## src/rtl/mem_lane_sched_pkg.sv

```systemverilog
// Shared types and constants for the memory-lane scheduler: lane record,
// FSM states and opcode decoding.
package mem_sched_pkg;

    localparam int NUM_LANES  = 4;
    localparam int LANE_REG_W = 5;
    localparam int LANE_OP_W  = 4;
    localparam int LANE_IME_W = 16;

    localparam logic [LANE_OP_W-1:0] OP_LOAD  = 4'h8;
    localparam logic [LANE_OP_W-1:0] OP_STORE = 4'h9;

    // out_tid when no lanes are exchanged: lane j carries thread j
    localparam logic [7:0] TID_IDENT = 8'b11_10_01_00;

    typedef struct packed {
        logic                  vld;
        logic [LANE_REG_W-1:0] des;
        logic [LANE_REG_W-1:0] s1;
        logic [LANE_REG_W-1:0] s2;
        logic [LANE_OP_W-1:0]  op;
        logic [LANE_IME_W-1:0] ime;
        logic                  branch;
    } lane_t;

    typedef enum logic {IDLE = 1'b0, DRAIN = 1'b1} state_e;

    function automatic logic is_mem(lane_t l);
        return l.vld && (l.op == OP_LOAD || l.op == OP_STORE);
    endfunction

endpackage

```

## src/rtl/mem_lane_sched_if.sv

```systemverilog
// Decode-side and issue-side bundle of the memory-lane scheduler; the
// master drives groups and accepts beats, the slave is the scheduler.
interface mem_lane_sched_if #(
    parameter int REG_W = 5,
    parameter int OP_W  = 4,
    parameter int IME_W = 16
);
    logic               in_valid;
    logic               in_ready;
    logic [3:0]         in_vld;
    logic [4*REG_W-1:0] in_des;
    logic [4*REG_W-1:0] in_s1;
    logic [4*REG_W-1:0] in_s2;
    logic [4*OP_W-1:0]  in_op;
    logic [4*IME_W-1:0] in_ime;
    logic [3:0]         in_branch;

    logic               out_valid;
    logic               out_ready;
    logic [3:0]         out_vld;
    logic [4*REG_W-1:0] out_des;
    logic [4*REG_W-1:0] out_s1;
    logic [4*REG_W-1:0] out_s2;
    logic [4*OP_W-1:0]  out_op;
    logic [4*IME_W-1:0] out_ime;
    logic [3:0]         out_branch;
    logic               ins1_swap;
    logic               ins2_swap;
    logic               ins3_swap;
    logic               ins4_swap;
    logic [7:0]         out_tid;

    modport master (
        output in_valid, in_vld, in_des, in_s1, in_s2, in_op, in_ime, in_branch, out_ready,
        input  in_ready, out_valid, out_vld, out_des, out_s1, out_s2, out_op, out_ime,
               out_branch, ins1_swap, ins2_swap, ins3_swap, ins4_swap, out_tid
    );

    modport slave (
        input  in_valid, in_vld, in_des, in_s1, in_s2, in_op, in_ime, in_branch, out_ready,
        output in_ready, out_valid, out_vld, out_des, out_s1, out_s2, out_op, out_ime,
               out_branch, ins1_swap, ins2_swap, ins3_swap, ins4_swap, out_tid
    );
endinterface

```

## src/rtl/mem_lane_pick.sv

```systemverilog
// Lowest-set-bit picker over a 4-lane mask: index, one-hot and any flag.
module mem_lane_pick (
    input  logic [3:0] mask_i,
    output logic [1:0] idx_o,
    output logic [3:0] onehot_o,
    output logic       any_o
);
    always_comb begin
        idx_o = 2'd0;
        for (int i = 3; i >= 0; i--) begin
            if (mask_i[i]) idx_o = 2'(i);
        end
        any_o    = |mask_i;
        onehot_o = any_o ? (4'b0001 << idx_o) : 4'b0000;
    end
endmodule

```

## src/rtl/mem_lane_sched.sv

```systemverilog
// Splits decode groups so each issued beat carries at most one load/store,
// and pre-places that op so the downstream swap stage lands it in lane 4.
module mem_lane_sched
    import mem_sched_pkg::*;
#(
    parameter int REG_W = LANE_REG_W,
    parameter int OP_W  = LANE_OP_W,
    parameter int IME_W = LANE_IME_W
) (
    input  logic            clk,
    input  logic            rst,
    mem_lane_sched_if.slave bus
);
    lane_t [NUM_LANES-1:0] in_lane, grp_q, grp_d, out_q, out_d, src, staged;
    state_e                state_q, state_d;
    logic [3:0]            mem_m, oh_m, oh_p, pend_q, pend_d, issue_vld;
    logic [1:0]            k_m, k_p, k_iss;
    logic                  any_m, any_p, iss_mem, issue;
    logic                  out_valid_q, out_valid_d, swap_q, swap_d;
    logic [7:0]            tid_q, tid_d;
    logic                  out_free, accept, split;

    always_comb begin
        in_lane = '0;
        mem_m   = '0;
        for (int i = 0; i < NUM_LANES; i++) begin
            in_lane[i].vld    = bus.in_vld[i];
            in_lane[i].des    = bus.in_des[i*REG_W +: REG_W];
            in_lane[i].s1     = bus.in_s1[i*REG_W +: REG_W];
            in_lane[i].s2     = bus.in_s2[i*REG_W +: REG_W];
            in_lane[i].op     = bus.in_op[i*OP_W +: OP_W];
            in_lane[i].ime    = bus.in_ime[i*IME_W +: IME_W];
            in_lane[i].branch = bus.in_branch[i];
            mem_m[i]          = is_mem(in_lane[i]);
        end
    end

    mem_lane_pick u_pick_m (.mask_i(mem_m),  .idx_o(k_m), .onehot_o(oh_m), .any_o(any_m));
    mem_lane_pick u_pick_p (.mask_i(pend_q), .idx_o(k_p), .onehot_o(oh_p), .any_o(any_p));

    assign out_free = !out_valid_q || bus.out_ready;
    assign accept   = bus.in_valid && bus.in_ready;
    assign split    = accept && |(mem_m & ~oh_m);

    always_ff @(posedge clk) begin
        if (rst) begin
            state_q     <= IDLE;
            pend_q      <= '0;
            grp_q       <= '0;
            out_q       <= '0;
            out_valid_q <= 1'b0;
            swap_q      <= 1'b0;
            tid_q       <= TID_IDENT;
        end else begin
            state_q     <= state_d;
            pend_q      <= pend_d;
            grp_q       <= grp_d;
            out_q       <= out_d;
            out_valid_q <= out_valid_d;
            swap_q      <= swap_d;
            tid_q       <= tid_d;
        end
    end

    always_comb begin
        state_d = state_q;
        pend_d  = pend_q;
        grp_d   = grp_q;
        case (state_q)
            IDLE: if (split) begin
                state_d = DRAIN;
                pend_d  = mem_m & ~oh_m;
                grp_d   = in_lane;
            end
            DRAIN: if (out_free) begin
                pend_d = pend_q & ~oh_p;
                if ((pend_q & ~oh_p) == 4'b0000) state_d = IDLE;
            end
            default: state_d = IDLE;
        endcase
    end

    always_comb begin
        bus.in_ready = (state_q == IDLE) && out_free;
    end

    // Beat source: the live group in IDLE, the latched group while draining.
    always_comb begin
        src       = in_lane;
        issue_vld = bus.in_vld;
        k_iss     = k_m;
        iss_mem   = any_m;
        issue     = accept;
        if (state_q == DRAIN) begin
            src       = grp_q;
            issue_vld = oh_p;
            k_iss     = k_p;
            iss_mem   = any_p;
            issue     = out_free;
        end else if (split) begin
            issue_vld = bus.in_vld & ~(mem_m & ~oh_m);
        end

        staged = src;
        for (int i = 0; i < NUM_LANES; i++) staged[i].vld = issue_vld[i];

        out_d       = out_q;
        out_valid_d = out_valid_q;
        swap_d      = swap_q;
        tid_d       = tid_q;
        if (out_free) begin
            out_valid_d = issue;
            if (issue) begin
                out_d  = staged;
                tid_d  = TID_IDENT;
                swap_d = iss_mem && (k_iss != 2'd3);
                // Lanes 2/3 are moved to lane 1 here; the 1<->4 swap downstream finishes the job.
                if (iss_mem && (k_iss == 2'd1 || k_iss == 2'd2)) begin
                    out_d[0]            = staged[k_iss];
                    out_d[k_iss]        = staged[0];
                    tid_d[1:0]          = k_iss;
                    tid_d[2*k_iss +: 2] = 2'd0;
                end
            end
        end
    end

    always_comb begin
        bus.out_vld    = '0;
        bus.out_des    = '0;
        bus.out_s1     = '0;
        bus.out_s2     = '0;
        bus.out_op     = '0;
        bus.out_ime    = '0;
        bus.out_branch = '0;
        for (int i = 0; i < NUM_LANES; i++) begin
            bus.out_vld[i]                = out_q[i].vld;
            bus.out_des[i*REG_W +: REG_W] = out_q[i].des;
            bus.out_s1[i*REG_W +: REG_W]  = out_q[i].s1;
            bus.out_s2[i*REG_W +: REG_W]  = out_q[i].s2;
            bus.out_op[i*OP_W +: OP_W]    = out_q[i].op;
            bus.out_ime[i*IME_W +: IME_W] = out_q[i].ime;
            bus.out_branch[i]             = out_q[i].branch;
        end
    end

    assign bus.out_valid = out_valid_q;
    assign bus.out_tid   = tid_q;
    assign bus.ins1_swap = swap_q;
    assign bus.ins2_swap = 1'b0;
    assign bus.ins3_swap = 1'b0;
    assign bus.ins4_swap = swap_q;

endmodule

```

## src/flat_wrapper.sv

```systemverilog
// flat-port wrapper written by rule: the top's interface ports become plain ports
module mem_lane_sched_flat import mem_sched_pkg::*;
#(
    parameter int REG_W = LANE_REG_W,
    parameter int OP_W  = LANE_OP_W,
    parameter int IME_W = LANE_IME_W
)
  (clk, rst, bus_in_valid, bus_in_vld, bus_in_des, bus_in_s1, bus_in_s2, bus_in_op, bus_in_ime, bus_in_branch, bus_out_ready, bus_in_ready, bus_out_valid, bus_out_vld, bus_out_des, bus_out_s1, bus_out_s2, bus_out_op, bus_out_ime, bus_out_branch, bus_ins1_swap, bus_ins2_swap, bus_ins3_swap, bus_ins4_swap, bus_out_tid);
  mem_lane_sched_if #(.REG_W(REG_W), .OP_W(OP_W), .IME_W(IME_W)) bus_i ();
  input  logic clk;
  input  logic rst;
  input wire logic [$bits(bus_i.in_valid)-1:0] bus_in_valid;
  input wire logic [$bits(bus_i.in_vld)-1:0] bus_in_vld;
  input wire logic [$bits(bus_i.in_des)-1:0] bus_in_des;
  input wire logic [$bits(bus_i.in_s1)-1:0] bus_in_s1;
  input wire logic [$bits(bus_i.in_s2)-1:0] bus_in_s2;
  input wire logic [$bits(bus_i.in_op)-1:0] bus_in_op;
  input wire logic [$bits(bus_i.in_ime)-1:0] bus_in_ime;
  input wire logic [$bits(bus_i.in_branch)-1:0] bus_in_branch;
  input wire logic [$bits(bus_i.out_ready)-1:0] bus_out_ready;
  output wire logic [$bits(bus_i.in_ready)-1:0] bus_in_ready;
  output wire logic [$bits(bus_i.out_valid)-1:0] bus_out_valid;
  output wire logic [$bits(bus_i.out_vld)-1:0] bus_out_vld;
  output wire logic [$bits(bus_i.out_des)-1:0] bus_out_des;
  output wire logic [$bits(bus_i.out_s1)-1:0] bus_out_s1;
  output wire logic [$bits(bus_i.out_s2)-1:0] bus_out_s2;
  output wire logic [$bits(bus_i.out_op)-1:0] bus_out_op;
  output wire logic [$bits(bus_i.out_ime)-1:0] bus_out_ime;
  output wire logic [$bits(bus_i.out_branch)-1:0] bus_out_branch;
  output wire logic [$bits(bus_i.ins1_swap)-1:0] bus_ins1_swap;
  output wire logic [$bits(bus_i.ins2_swap)-1:0] bus_ins2_swap;
  output wire logic [$bits(bus_i.ins3_swap)-1:0] bus_ins3_swap;
  output wire logic [$bits(bus_i.ins4_swap)-1:0] bus_ins4_swap;
  output wire logic [$bits(bus_i.out_tid)-1:0] bus_out_tid;
  assign bus_i.in_valid = bus_in_valid;
  assign bus_i.in_vld = bus_in_vld;
  assign bus_i.in_des = bus_in_des;
  assign bus_i.in_s1 = bus_in_s1;
  assign bus_i.in_s2 = bus_in_s2;
  assign bus_i.in_op = bus_in_op;
  assign bus_i.in_ime = bus_in_ime;
  assign bus_i.in_branch = bus_in_branch;
  assign bus_i.out_ready = bus_out_ready;
  assign bus_in_ready = bus_i.in_ready;
  assign bus_out_valid = bus_i.out_valid;
  assign bus_out_vld = bus_i.out_vld;
  assign bus_out_des = bus_i.out_des;
  assign bus_out_s1 = bus_i.out_s1;
  assign bus_out_s2 = bus_i.out_s2;
  assign bus_out_op = bus_i.out_op;
  assign bus_out_ime = bus_i.out_ime;
  assign bus_out_branch = bus_i.out_branch;
  assign bus_ins1_swap = bus_i.ins1_swap;
  assign bus_ins2_swap = bus_i.ins2_swap;
  assign bus_ins3_swap = bus_i.ins3_swap;
  assign bus_ins4_swap = bus_i.ins4_swap;
  assign bus_out_tid = bus_i.out_tid;
  mem_lane_sched #(.REG_W(REG_W), .OP_W(OP_W), .IME_W(IME_W)) u_core (.clk(clk), .rst(rst), .bus(bus_i));
endmodule
```

## config.mk

```make
export PLATFORM = sky130hd
export DESIGN_NAME = mem_lane_sched_flat
export DESIGN_NICKNAME = d
export VERILOG_FILES = /design/src/rtl/mem_lane_sched_pkg.sv /design/src/rtl/mem_lane_sched_if.sv /design/src/rtl/mem_lane_pick.sv /design/src/rtl/mem_lane_sched.sv /design/src/flat_wrapper.sv
export SDC_FILE = /design/constraint.sdc
export NUM_CORES = 1
export LEC_CHECK = 0
export CAP_MARGIN = 20
export CORE_ASPECT_RATIO = 1.4
export CORE_UTILIZATION = 30
export DETAILED_ROUTE_END_ITERATION = 12
export PLACE_DENSITY = 0.52
export SKIP_LAST_GASP = 1
export SLEW_MARGIN = 20
export SYNTH_ARGS = -nofsm -noshare
export SYNTH_HDL_FRONTEND = slang
export SYNTH_SLANG_ARGS = --single-unit
```

## constraint.sdc

```tcl
create_clock -name clk -period 3.3 [get_ports clk]
set_input_delay 0.825 -clock clk [delete_from_list [all_inputs] [get_ports clk]]
set_output_delay 0.825 -clock clk [all_outputs]
set_load 0.01 [all_outputs]
```

### After elaboration in Yosys (flattened, before gate mapping)

Index checks and enable logic that the tools add are counted.

| storage, ports and cells | value |
|---|---|
| register bits | 310 |
| bits of input ports | 152 |
| output and inout bits | 162 |
| word-level logic and storage cells | 142 |

| cells by class | value |
|---|---|
| add/subtract/negate cells | 1 |
| order comparisons | 2 |
| eq/ne operators | 13 |
| shift operators | 4 |
| muxes and demuxes | 31 |
| bitwise logic cells | 7 |
| reductions and logical operators | 24 |

Operators with widths:

| cell | number |
|---|---|
| $bwmux 148 | 1 |
| $mux 148 | 1 |
| $mux 147 | 1 |
| $bmux 37 s2 | 1 |
| $demux 37 s2 | 1 |
| $mux 37 | 2 |
| $neg 3->34 | 1 |
| $shift 2x34->8 const A | 1 |
| $shiftx 2x34->8 const A | 1 |
| $eq 4x4->1 const B | 8 |
| $mux 4 | 6 |
| $mux 2 | 9 |
| $and 4x4->4 | 3 |
| $not 4->4 | 3 |
| $reduce_or 4->1 | 3 |
| $logic_and 1x1->1 | 10 |
| $bwmux 8 | 1 |
| $mux 8 | 1 |
| $pmux 4 s2 | 1 |
| $shl 1x2->4 const A | 2 |
| $logic_or 1x1->1 | 6 |
| $reduce_and 2->1 | 3 |
| $mux 1 | 5 |
| $logic_not 4->1 | 1 |
| 9 further kinds | 10 |

### Depth between registers and ports, before layout

Gate-level depths: netlist of run 1.

| depth | value |
|---|---|
| depth after elaboration | 19 |
| gate-level depth with buffers | 15 |

### Hierarchy

Synthesis of run 1 repeated with hierarchy kept, for this count alone.

| second synthesis, totals | value |
|---|---|
| cells, all modules | 1,910 |
| area total of the unflattened synthesis | 14,905.5 um^2 |

By module, submodules not included:

| module | times used | cells each | area an instance (um^2) | sequential area each (um^2) |
|---|---|---|---|---|
| mem_lane_sched | 1 | 1,888 | 14,805.4 | 6,085.8 |
| mem_lane_pick | 2 | 11 | 50.0 | 0.0 |

### Worst setup path after synthesis of run 1

OpenSTA, ideal clock, no wires.

| timing path | value |
|---|---|
| path type | in2reg |
| from | in bus_in_op[1] |
| to | reg u_core.out_q, in the netlist u_core.bus.out_vld[3] |
| setup time | 0.122 ns |
| arrival time | 3.439 ns |
| required time | 3.178 ns |
| setup slack | -0.260 ns |
| stages | 13 |
| buffers on the path | 5 |
| path through | nor4bb_1 buf_2 nor2_2 a21o_1 clkbuf_1 clkbuf_1 ha_1 and2_1 o211a_1 clkbuf_1 clkbuf_1 nor2_1 a221o_1 |

| between the ends | value |
|---|---|
| longest elaborated chain between the ends | 14 |

Ends and longest elaborated chain:

| what | RTL line | source |
|---|---|---|
| start: declaration | flat_wrapper.sv:17 | `input wire logic [$bits(bus_i.in_op)-1:0] bus_in_op;` |
| $eq 4x4->1 | mem_lane_sched_pkg.sv:29 | `return l.vld && (l.op == OP_LOAD \|\| l.op == OP_STORE);` |
| $logic_or 1x1->1 (*) | mem_lane_sched_pkg.sv:29 |  |
| $logic_and 1x1->1 (*) | mem_lane_sched_pkg.sv:29 |  |
| $mux 2 | mem_lane_pick.sv:11 | `if (mask_i[i]) idx_o = 2'(i);` |
| $shl 1x2->4 | mem_lane_pick.sv:14 | `onehot_o = any_o ? (4'b0001 << idx_o) : 4'b0000;` |
| $mux 4 | mem_lane_pick.sv:14 |  |
| $not 4->4 | mem_lane_sched.sv:43, mem_lane_sched.sv:101 |  |
| $and 4x4->4 | mem_lane_sched.sv:43, mem_lane_sched.sv:101 |  |
| $reduce_or 4->1 / $not 4->4 (equally long branches) | mem_lane_sched.sv:43, mem_lane_sched.sv:101 |  |
| $logic_and 1x1->1 / $and 4x4->4 (equally long branches) | mem_lane_sched.sv:43, mem_lane_sched.sv:101 |  |
| $mux 4 | mem_lane_sched.sv:100 | `end else if (split) begin` |
| $mux 4 | mem_lane_sched.sv:94 | `if (state_q == DRAIN) begin` |
| $bwmux 148 | mem_lane_sched.sv:120 | `out_d[k_iss] = staged[0];` |
| $mux 148 (*) | mem_lane_sched.sv:118 | `if (iss_mem && (k_iss == 2'd1 \|\| k_iss == 2'd2)) begin` |
| end signal: assignment | mem_lane_sched.sv:58 | `out_q <= out_d;` |
| end: declaration | mem_lane_sched.sv:14 | `lane_t [NUM_LANES-1:0] in_lane, grp_q, grp_d, out_q, out_d, src, staged;` |

Mark *: on every way between the ends. The rest lies on a longest branch, timed or not.
A chain may end at the register's enable or synchronous reset.

### Final worst setup path of run 1

| timing path | value |
|---|---|
| from | in bus_in_vld[0] |
| to | reg u_core.out_q, in the netlist u_core.bus.out_des[13] |

| between the ends | value |
|---|---|
| longest elaborated chain between the ends | 9 |

Ends and longest elaborated chain:

| what | RTL line | source |
|---|---|---|
| start: declaration | flat_wrapper.sv:13 | `input wire logic [$bits(bus_i.in_vld)-1:0] bus_in_vld;` |
| $logic_and 1x1->1 (*) | mem_lane_sched_pkg.sv:29 |  |
| $mux 2 | mem_lane_pick.sv:11 |  |
| $mux 2 | mem_lane_sched.sv:94 |  |
| $lt 2x3->1 (implied by the code) / $ge 2x1->1 (equally long branches) | mem_lane_sched.sv:120 |  |
| $logic_and 1x1->1 (implied by the code) | mem_lane_sched.sv:120 |  |
| $mux 37 (implied by the code) | mem_lane_sched.sv:120 |  |
| $demux 37 s2 | -- |  |
| $bwmux 148 | mem_lane_sched.sv:120 |  |
| $mux 148 (*) | mem_lane_sched.sv:118 |  |

Marks and branches as above.

==> results.yml, run 1 <==
pwr:
  clock_power_share: 0.433
  power_switching_mw: 2.37
  switching_share: 0.264
  powerDensity_mw_per_mm2: 452
  comb_power_share: 0.135
  ir_drop_v: 0.000328
  pwr-share-seq: 0.432
  p_int_mw: 6.62
  leakage_nw: 6.56
  total_power_mw: 8.99
synthesis:
  syn_area_mm2: 0.0144
  ys_top_cells_by_count: "nand2_1, dfxtp_1, a21oi_1, clkbuf_1, o211ai_1"
  yosys.area.top_type: "dfxtp_1"
  synthFlopType: "dfxtp_1"
  avgSynthCellArea_um2: 7.78
  syn_inst: 1856
  synth.area.top_cells: "dfxtp_1, nand2_1, a21oi_1"
  synth-seq-area-share: 0.422
  synth_top_area_share: 0.422
  yosys.cell_types.count: 49
  yosysWarnings: 0
  async_flop_share: 0
  ys_seq_elements: 304
  synth-edff-count: 0
  yosysMostFrequentCell: "nand2_1"
drt:
  drc: 0
  drtIter0Drc: 1065
  drt-total-wl_um: 59700
  ant_nets: 0
  wire_per_inst_um: 21.4
  vias: 14500
  via_per_inst: 5.20
  firstDrtPassIters: 7
placement:
  portBuffers: 309
  globalplace.congestion: 0.883
  placed_area_mm2: 0.0187
  place_inst: 2720
  place_hpwl_um: 42300
worst_setup_path:
  cp_max_fo: 29
  cp.required_ps: 3750
  crit_type: "in2reg"
  worstPathArrival_ps: 3680
  endpoint_kind: "flop"
  crit_path_start_kind: "input port"
timing:
  finalSetupViolations: 0
  slew_headroom: 0.295
  period_share: 0.978
  hold_ws_ps: 451
  slew_viol_final: 0
  finClkSkew_ps: 26.0
  hold_violations: 0
  worstMarginPinSlew_ps: 1060
  fmax_ghz: 0.310
  min_period_ps: 3230
layout:
  nets: 2295
  syn2layout_area_growth_pct: 37.8
  finalNonFillerCells: 2789
  final-seq-area_mm2: 0.00609
  drive_above_1_share: 0.113
  design_area_mm2: 0.0199
  filler_cell_count: 4777
  multi_input_area_mm2: 0.00774
clock_tree:
  cts_tree: "yes"
  hold_buffers: 0
  clockBufferDepth: 3
  clkLatencyLatePin_ps: 540
  clockRootBuffer: "clkbuf_16"
  clk_pin_slew_ps: 60
  cts_max_level: 2
  cts_made_buffers: 35
  clock-sinks: 304
global_route:
  grt_pass1_vias: 14000
  grt_overflow: 0
  grt_pass1_wl_um: 87500
  track_usage: 0.234
  antenna_found_initial: 4
  grt_max_degree: 135
die:
  rows: 94
  die_w_um: 187
  die-area_mm2: 0.0490
  coreArea_mm2: 0.0473
  io_pins: 314
  start_util: 0.305
  die_h_um: 262
status:
  status: "completed"
job:
  maxCapViolCount: 0
worst_hold_path:
  hold_path_class: "reg2reg"
-- critical path, cell delays in order --
cell             delay (ps)
clkdlybuf4s50_1         490
nor4bb_1                290
buf_4                   210
a2111oi_4                60
or2_4                   300
ha_4                    290
buf_4                   100
nand2_1                  80
a211oi_4                230
buf_4                   220
clkbuf_16               240
o211ai_1                140
a21oi_1                 180
-- cells in the final DEF (no fill, tap or decap), types with 3 or more instances in the layout --
master	count
diode_2	3
and2_1	5
mux2_2	63
a21oi_1	293
nor3_1	22
o22ai_1	5
buf_4	83
o21ai_0	78
clkdlybuf4s50_1	306
mux2i_1	81
dfxtp_1	303
clkinv_2	6
a221o_1	3
a22oi_1	5
inv_1	8
clkbuf_1	9
ha_1	5
clkbuf_8	8
conb_1	4
nor2_1	18
a22o_1	32
nand3_1	69
buf_12	17
nand2_1	535
clkbuf_16	38
nand2b_1	3
o211ai_1	97
o21ai_1	16
-- per-stage QoR --
stage | setup WS, ps | setup TNS, ps | utilization
2_1_floorplan | -28.6 | -69.5 | -
4_1_cts | 124 | 0 | 0.419
3_3_place_gp | -364 | -40960 | 0.395
3_5_place_dp | -429 | -51110 | 0.395
6_report | 71.5 | 0 | 0.421
5_1_grt | -19.8 | -30.7 | 0.421
-- path summary, 6_finish.rpt --
kind                                              from                     end  slack, ps  depth (start not counted)
worst min-delay path            u_core.bus.out_ime[50]  u_core.bus.out_ime[50]        450                          2
worst max register to register        u_core.pend_q[0]  u_core.bus.out_des[13]        720                         12
worst min register to register  u_core.bus.out_ime[50]  u_core.bus.out_ime[50]        450                          2
worst max-delay path                     bus_in_vld[0]  u_core.bus.out_des[13]         70                         13
-- final cells by class --
cell class | count | share of cell area
Multi-Input combinational cell | 1376 | 0.389
Sequential cell | 304 | 0.306
Timing Repair Buffer | 411 | 0.207
Clock buffer | 52 | 0.0518
Tap cell | 624 | 0.0393
Clock inverter | 10 | 0.00459
Inverter | 9 | 0.00170
Antenna cell | 3 | 0.000378
-- metal layers --
metal / part of all wire / vias to the layer above / wire [um] / GRT usage
met3: 0.055 / 104 / 3290 / 0.0381
li1: - / 6983 / - / -
met5: 0.00018 / - / 11 / 0
met2: 0.51 / 517 / 30500 / 0.425
met1: 0.39 / 6893 / 23400 / 0.267
met4: 0.042 / 2 / 2510 / 0.109
-- state kept, by name, summed over array words and instances (netlist names) --
name,cells
u_core.bus.out_s2,20
u_core.bus.out_tid,5
u_core.bus.out_branch,4
u_core.bus.out_vld,4
u_core.pend_q,4
u_core.grp_q,144
u_core.bus.out_valid,1
u_core.bus.out_op,16
u_core.bus.ins1_swap,1
u_core.bus.out_des,20
u_core.bus.out_ime,64
u_core.state_q,1
u_core.bus.out_s1,20
-- kinds of logic (layout without fill, tap and decap cells) --
group / after synthesis / after routing / synth area share
fa+ha+maj: 7 / 7 / 0.00589
flops: 304 / 304 / 0.422
mux: 144 / 144 / 0.105
other cells: 1 / 7 / 0.000260
simple gates: 675 / 675 / 0.192
buf+inv: 179 / 482 / 0.0524
compound gates: 546 / 546 / 0.223
-- power by group through the flow --
| stage | Sequential [mW] | Clock [mW] | Combinational [mW] |
|---|---|---|---|
| floorplan | 3.98 | 0 | 0.450 |
| global placement | 3.96 | 0 | 1.21 |
| detailed placement | 3.96 | 0 | 1.21 |
| CTS | 3.88 | 3.97 | 1.22 |
| global route | 3.89 | 4.10 | 1.30 |
| finish | 3.88 | 3.89 | 1.22 |
-- what timing repair did --
| action | 4_1_cts | 5_1_grt |
|---|---|---|
| endpoints found under the setup margin | 0 | 67 |
| gates resized for setup | 0 | 3 |
| setup buffers | 0 | 2 |
Power figures use the tool's default switching activity.
==> run 2: changes to the inputs <==
- CORE_UTILIZATION: 30 -> 46
- PLACE_DENSITY: 0.52 -> 0.74
==> results.yml, run 2 (synthesis gave the netlist of run 1 again) <==
timing:
  worst_slack_ps: 108
  finClkSkew_ps: 20.6
  hold_violations: 0
  period_share: 0.967
  fmax_ghz: 0.313
  hold_ws_ps: 450
  worstMarginPinSlew_ps: 1210
  slew_viol_final: 0
  slew_headroom: 0.194
  finalSetupViolations: 0
  rsz0062_at_grt: "yes"
  min_period_ps: 3190
clock_tree:
  cts_made_buffers: 31
  clkLatencyLatePin_ps: 580
  clockBufferDepth: 3
  cts_tree: "yes"
  cts_max_level: 1
  clockRootBuffer: "clkbuf_16"
  clk_pin_slew_ps: 60
  hold_buffers: 0
  clock-sinks: 304
layout:
  drive_above_1_share: 0.109
  syn2layout_area_growth_pct: 34.0
  finalNonFillerCells: 2543
  filler_cell_count: 2717
  final-seq-area_mm2: 0.00609
  multi_input_area_mm2: 0.00773
  final_cell_mix: "nand2_1, clkdlybuf4s50_1, dfxtp_1, a21oi_1, o211ai_1"
  nets: 2283
  largest_reg_flops: 144
  largest-register: "u_core.grp_q"
  layout_commonest_cell: "nand2_1"
status:
  status: "completed"
drt:
  drc: 0
  firstDrtPassIters: 5
  vias: 15000
  ant_nets: 0
  via_per_inst: 5.88
  drtIter0Drc: 1156
  drt-total-wl_um: 54700
  wire_per_inst_um: 21.5
worst_setup_path:
  r2r_start: "u_core.pend_q[0]"
  crit_type: "in2reg"
  crit_path_start_kind: "input port"
  crit_slowest_cell: "clkdlybuf4s50_1"
  max_stage_delay_ps: 440
  cp.required_ps: 3750
  critPathBufInv: 5
  path_delay_family: "buffers and inverters"
  cp_max_fo: 20
  path_cells: "clkdlybuf4s50_1, buf_4, nand4bb_1, a2111oi_4, or2_4, inv_2, ha_1, a2111oi_4, buf_4, buf_6, nand3_1, a22o_1"
  worstPathArrival_ps: 3640
  reg2reg_slack_ps: 790
  endpoint_kind: "flop"
  r2r_cells: 10
  reg2reg_to: "u_core.bus.out_branch[3]"
worst_hold_path:
  hold_path_class: "reg2reg"
  min_from: "u_core.bus.out_ime[45]"
  min_to: "u_core.bus.out_ime[45]"
  hold_path_depth: 2
die:
  rows: 76
  die_w_um: 152
  die-area_mm2: 0.0321
  coreArea_mm2: 0.0308
  io_pins: 314
  die_h_um: 212
  start_util: 0.468
global_route:
  track_usage: 0.332
  grt_max_degree: 216
  grt_pass1_vias: 14200
  grt_overflow: 0
  grt_pass1_wl_um: 81300
  antenna_found_initial: 8
placement:
  post-place-ws_ps: -527
  place_inst: 2481
  globalplace.congestion: 0.900
  portBuffers: 309
  place_hpwl_um: 38500
pwr:
  leakage_nw: 6.42
  powerDensity_mw_per_mm2: 438
  ir_drop_v: 0.000361
job:
  maxCapViolCount: 0
-- run 2: cell types whose count changed in the layout (fill, tap and decap cells not counted), moves of 2 or more --
cell / previous run / this run
clkbuf_16: 38 / 31
buf_4: 83 / 75
clkbuf_8: 8 / 6
diode_2: 3 / 6
clkdlybuf4s50_1: 306 / 308
clkinv_2: 6 / 10
clkbuf_1: 9 / 6
dlymetal6s2s_1: 2 / 0
-- run 2: timing repair --
item,in CTS,in global routing
setup buffers,0,1
endpoints found under the setup margin,0,42
resized for setup,0,2
-- run 2: metal layers --
metal / global-route usage / routed length, um / up-vias
met4: 0.225 / 3850 / 4
met1: 0.382 / 20100 / 7088
met2: 0.563 / 26900 / 692
met3: 0.0485 / 3820 / 193
li1: - / - / 6973
met5: 0 / 27 / -
-- run 2: per-stage QoR --
step | total power, mW | util | setup TNS, ps | instance area [um^2]
final | 8.48 | 0.628 | 0 | 19300
after global routing | 8.72 | 0.628 | -22.6 | 19300
after CTS | 8.50 | 0.627 | 0 | 19300
after detailed placement | 5.14 | 0.596 | -76640 | 18400
after global placement | 5.13 | 0.596 | -71090 | 18400
after floorplan | 4.43 | - | -69.5 | 14500
-- run 2: layout make-up --
class,count,area share
repair buffers,403,0.208
well taps,390,0.0252
multi-input cells,1376,0.399
inverters,9,0.00175
clock buffers,42,0.0448
clock inverters,13,0.00485
diodes,6,0.000776
flip-flops and latches,304,0.315
-- run 2: where the power goes --
group	leakage, nW	internal, mW	switching (mW)
registers	2.48	3.79	0.0883
logic	3.46	0.579	0.629
clock network	0.483	1.91	1.49
-- run 2: worst min-delay path, stage by stage, from the launching register on --
cell and delay, ps:
dfxtp_1 310, nand2_1 50, a21oi_1 50
-- run 2: how the worst max path moves through the flow --
stage | from | endpoint | slack, ps | cells after the start
final | bus_in_op[10] | u_core.bus.out_op[0] | 110 | 12
after global routing | bus_in_op[10] | u_core.bus.out_s2[8] | -10 | 12
after CTS | bus_in_vld[0] | u_core.bus.out_op[0] | 60 | 11
after detailed placement | bus_in_vld[0] | u_core.bus.out_ime[4] | -530 | 11
after global placement | bus_in_vld[0] | u_core.bus.out_op[1] | -460 | 11
after floorplan | bus_in_op[14] | u_core.bus.out_s1[1] | -30 | 13
